==> config.mk <==
export PLATFORM = sky130hd
export DESIGN_NAME = burst_write_arbiter
export DESIGN_NICKNAME = d
export VERILOG_FILES = /design/src/rtl/burst_arb_pkg.sv /design/src/rtl/burst_write_arbiter.sv
export SDC_FILE = /design/constraint.sdc
export NUM_CORES = 1
export LEC_CHECK = 0
export BUFFER_PORTS_ARGS = -buffer_cell sky130_fd_sc_hd__buf_2
export CORE_AREA = 2 2 88 90
export DETAILED_ROUTE_END_ITERATION = 6
export DIE_AREA = 0 0 90 92
export GPL_TIMING_DRIVEN = 0
export SLEW_MARGIN = 30
export SYNTH_ARGS = -nofsm -noshare
export SYNTH_HDL_FRONTEND = slang
export SYNTH_SLANG_ARGS = --single-unit
==> constraint.sdc <==
create_clock -name clk -period 2.34 [get_ports clk]
set_input_delay 0.351 -clock clk [delete_from_list [all_inputs] [get_ports clk]]
set_output_delay 0.351 -clock clk [all_outputs]
set_load 0.02 [all_outputs]
==> src/rtl/burst_arb_pkg.sv <==
// Shared state encoding and grant codes for the two-requester burst write arbiter.
package burst_arb_pkg;

    typedef enum logic [1:0] {
        ST_IDLE = 2'd0,
        ST_OWN0 = 2'd1,
        ST_OWN1 = 2'd2
    } arb_state_t;

    localparam logic [1:0] GRANT_IDLE = 2'b00;
    localparam logic [1:0] GRANT_S0   = 2'b01;
    localparam logic [1:0] GRANT_S1   = 2'b10;

    function automatic logic [1:0] grant_of(input arb_state_t st);
        case (st)
            ST_OWN0: grant_of = GRANT_S0;
            ST_OWN1: grant_of = GRANT_S1;
            default: grant_of = GRANT_IDLE;
        endcase
    endfunction

endpackage

==> src/rtl/burst_write_arbiter.sv <==
// Two-requester Avalon-MM burst write arbiter: round-robin grant, a whole burst
// per grant, one idle bubble between bursts. dbg_state exposes the FSM state.
module burst_write_arbiter
    import burst_arb_pkg::*;
#(
    parameter int ADDRESS_WIDTH     = 32,
    parameter int DATA_WIDTH        = 32,
    parameter int BYTE_ENABLE_WIDTH = 4,
    parameter int BURST_WIDTH       = 4
) (
    input  logic                         clk,
    input  logic                         reset_n,

    input  logic [ADDRESS_WIDTH-1:0]     s0_address,
    input  logic                         s0_write,
    input  logic [DATA_WIDTH-1:0]        s0_writedata,
    input  logic [BURST_WIDTH-1:0]       s0_burstcount,
    input  logic [BYTE_ENABLE_WIDTH-1:0] s0_byteenable,
    output logic                         s0_waitrequest,

    input  logic [ADDRESS_WIDTH-1:0]     s1_address,
    input  logic                         s1_write,
    input  logic [DATA_WIDTH-1:0]        s1_writedata,
    input  logic [BURST_WIDTH-1:0]       s1_burstcount,
    input  logic [BYTE_ENABLE_WIDTH-1:0] s1_byteenable,
    output logic                         s1_waitrequest,

    output logic [ADDRESS_WIDTH-1:0]     master_address,
    output logic                         master_write,
    output logic [DATA_WIDTH-1:0]        master_writedata,
    output logic [BURST_WIDTH-1:0]       master_burstcount,
    output logic [BYTE_ENABLE_WIDTH-1:0] master_byteenable,
    input  logic                         master_waitrequest,

    output logic [1:0]                   grant,
    output logic                         burst_err,
    output arb_state_t                   dbg_state
);

    // Handshake: a beat moves when master_write is high and master_waitrequest is
    // low at a rising edge; the owner sees the fabric's waitrequest directly.

    arb_state_t             state, state_next;
    logic                   first_beat;
    logic [BURST_WIDTH-1:0] beats_left;
    logic                   last_owner;

    logic                   owning;
    logic                   accept;
    logic                   final_beat;
    logic                   zero_count;
    logic [BURST_WIDTH-1:0] load_count;
    logic [BURST_WIDTH-1:0] cur_left;
    logic [BURST_WIDTH-1:0] left_next;

    always_comb begin
        state_next        = state;
        master_address    = '0;
        master_write      = 1'b0;
        master_writedata  = '0;
        master_burstcount = '0;
        master_byteenable = '0;
        s0_waitrequest    = 1'b1;
        s1_waitrequest    = 1'b1;

        case (state)
            ST_IDLE: begin
                // last_owner == 1 means s1 was served last, so s0 wins a tie
                if (s0_write && s1_write)
                    state_next = last_owner ? ST_OWN0 : ST_OWN1;
                else if (s0_write)
                    state_next = ST_OWN0;
                else if (s1_write)
                    state_next = ST_OWN1;
            end
            ST_OWN0: begin
                master_address    = s0_address;
                master_write      = s0_write;
                master_writedata  = s0_writedata;
                master_burstcount = s0_burstcount;
                master_byteenable = s0_byteenable;
                s0_waitrequest    = master_waitrequest;
            end
            ST_OWN1: begin
                master_address    = s1_address;
                master_write      = s1_write;
                master_writedata  = s1_writedata;
                master_burstcount = s1_burstcount;
                master_byteenable = s1_byteenable;
                s1_waitrequest    = master_waitrequest;
            end
            default: state_next = ST_IDLE;
        endcase

        owning     = (state == ST_OWN0) || (state == ST_OWN1);
        accept     = master_write && !master_waitrequest;
        zero_count = (master_burstcount == '0);
        load_count = zero_count ? BURST_WIDTH'(1) : master_burstcount;
        // On the grant's first cycle the count is taken live from the owner
        cur_left   = first_beat ? load_count : beats_left;
        left_next  = cur_left - {{(BURST_WIDTH-1){1'b0}}, accept};
        final_beat = owning && accept && (cur_left == BURST_WIDTH'(1));

        if (final_beat)
            state_next = ST_IDLE;
    end

    always_ff @(posedge clk or negedge reset_n) begin
        if (!reset_n) begin
            state      <= ST_IDLE;
            first_beat <= 1'b0;
            beats_left <= '0;
            last_owner <= 1'b1;
            burst_err  <= 1'b0;
        end else begin
            state      <= state_next;
            first_beat <= (state == ST_IDLE);
            if (owning)
                beats_left <= left_next;
            if (owning && first_beat && zero_count)
                burst_err <= 1'b1;
            if (final_beat)
                last_owner <= (state == ST_OWN1);
        end
    end

    assign grant     = grant_of(state);
    assign dbg_state = state;

endmodule

==> flow_summary.ini <==
[status]
outcome = finished, final reports clean

[grt]
first_global_vias = 2623
grt_pass1_wl_um = 12700
antenna_found_initial = 0
grt-ovfl-total = 0
grtUsageTotal = 0.184
grt_max_degree = 20

[critical_path]
slowest_stage = dfrtp_2
end_kind = register
crit_top_cell = ha_4
crit_fanout = 10
max_stage_delay_ns = 0.41
worstPathArrival_ns = 2.35
cp_cell_sequence = buf_4, ha_4, buf_6, a22oi_2, nand3_2, o22ai_2, ha_2, ha_4, xnor2_1, a22oi_1, o21ai_0
start_kind = register
crit_family = compound AO/OA/AOI/OAI gates
reg2reg_depth = 11
path_buf_inv = 2
path_class = register to register
cp.depth = 11
crit_required_ns = 2.46

[power_and_ir_drop]
p_leak_nw = 1.70
p_per_area_nw_per_um2 = 1130
finalPower_mw = 3.47
peakVddDrop_v = 0.000423

[synthesis]
yosys.area.top_type = a22oi_1
yosys.area_share.adder = 0.0557
synth-simple-area-share = 0.239
synth_compound_area_frac = 0.450
synth_ff_type = dfrtp_1
syn_area_per_cell_um2 = 6.63
synthCells = 237
synth_seq_cells = 9
synthMuxAreaShare = 0.0135
synth_edf_count = 0
synth_top_family_by_area = compound AO/OA/AOI/OAI gates
synth_cell_types = 35
synthArstFlopShare = 1.00
synthMostInstantiatedCell = nor2_1
synth_xor_area_frac = 0.0111
synth_nets = 393
synth_area_leaders = a22oi_1 (34%), nor2_1 (18%), dfrtp_1 (13%)
synth_top_area_share = 0.339
yosys_warnings = 0
synth_area_um2 = 1570
ys_seq_area_frac = 0.144
synth_common_cells = nor2_1 (75), a22oi_1 (71), clkbuf_1 (16)

[cts]
h-tree-depth = 1
path_clk_slew_ns = 0.05
ctsRootBufferMaster = clkbuf_8
clk_latency_ns = 0.23
cts_buffers = 3
cts_sinks = 9
cts_tree = built
clock_path_buffers = 2

[die]
die_y_um = 92
die-area_um2 = 8280
dieWidth_um = 90
design.core.area_um2 = 7450
num_io_pins = 229
num_rows = 32
initial_utilization = 0.211

[cells_and_area]
area_delta_synth_final_pct = 95.7
final_area_um2 = 3080
fin_util = 0.413
fin_nets = 633
drive_above_1_share = 0.592
num_antenna_cells = 0
final_cell_count_no_fill = 578

[detailed_routing]
vias = 2797
drc = 0
finalWirelength_um = 8420
wl_per_cell_um = 14.6
routed_via_density = 4.84
dr.pass1.iters = 5
drt_iter0_markers = 105
antenna_left = 0

[place]
dpl_worst_slack_ns = -0.291
dp_cells = 567
placed_area_um2 = 2840
io_buffers = 228
post-dp-hpwl_um = 6830
globalplace.congestion = 0.856

[timing]
worstMarginPinSlew_ns = 0.343
fin_crit_sh = 0.956
relSlewSlack = 0.770
worst_slack_ns = 0.103
whs_ns = 0.422
hold_violations = 0
fin_setup_tns_ns = 0
max_freq_mhz = 447
period_minus_slack_ns = 2.24
finalClockSkew_ns = 0.00637
slew_violations = 0
setup_viol = 0

[job]
drv_cap = 0

[min_path]
min_path_cells = 3
min_path_type = primary input to register
[worst reg2reg max path, stage by stage, from the launching register on]
cell     delay, ns
dfrtp_2       0.41
buf_4         0.15
ha_4          0.17
buf_6         0.15
a22oi_2       0.25
nand3_2       0.14
o22ai_2       0.14
ha_2          0.25
ha_4          0.15
xnor2_1       0.07
a22oi_1       0.17
o21ai_0       0.09
[layer usage]
metal  track usage  share of wire
met5             0              0
met4        0.0346         0.0093
met3        0.0329          0.068
met2         0.327           0.52
met1         0.233           0.40
[flip-flops by register name, indices dropped and copies added (netlist names)]
signal,cells
beats_left,4
burst_err,1
dbg_state,2
first_beat,1
last_owner,1
[cells in the final DEF (no fill, tap or decap), types with 6 or more instances in the layout]
cell type and n:
a22oi_1 70, buf_2 229, buf_4 10, clkbuf_2 9, clkbuf_4 9, dfrtp_1 6
inv_1 6, nand2_1 6, nor2_1 75
[final timing paths]
path / endpoint / start / slack, ns
max reg2reg: beats_left[2] / dbg_state[1] / 0.10
max: beats_left[2] / dbg_state[1] / 0.10
max in group asynchronous: last_owner / reset_n / 1.59
min: dbg_state[1] / s1_write / 0.42
min reg2reg: burst_err / burst_err / 0.45
min in group asynchronous: beats_left[3] / reset_n / 0.50
[cells by family after synthesis]
| family | Yosys count |
|---|---|
| buf+inv | 33 |
| flops | 9 |
| fa+ha+maj | 7 |
| compound gates | 92 |
| simple gates | 92 |
| mux | 2 |
| xor+xnor | 2 |
[final cells by class]
| type | instances | area, µm² |
|---|---|---|
| inverters | 7 | 26.3 |
| flip-flops and latches | 9 | 229 |
| clock buffers | 4 | 45.0 |
| fillers | 833 | 4370 |
| plain buffers | 25 | 171 |
| multi-input cells | 195 | 1270 |
| repair buffers | 236 | 1210 |
| well taps | 102 | 128 |
[report_power, final]
part | switching (mW) | internal, mW | total [mW]
Clock | 0.0617 | 0.119 | 0.180
Sequential | 0.0555 | 0.227 | 0.282
Combinational | 1.86 | 1.15 | 3.01
[what timing repair did]
| action | 4_1_cts | 5_1_grt |
|---|---|---|
| pin swaps | 1 | 3 |
| buffers inserted | 1 | 6 |
| setup endpoints to repair | 73 | 72 |
| hold buffers | 1 | 0 |
| hold endpoints to repair | 8 | 0 |
| resized for setup | 27 | 29 |
Power figures use the tool's default switching activity.
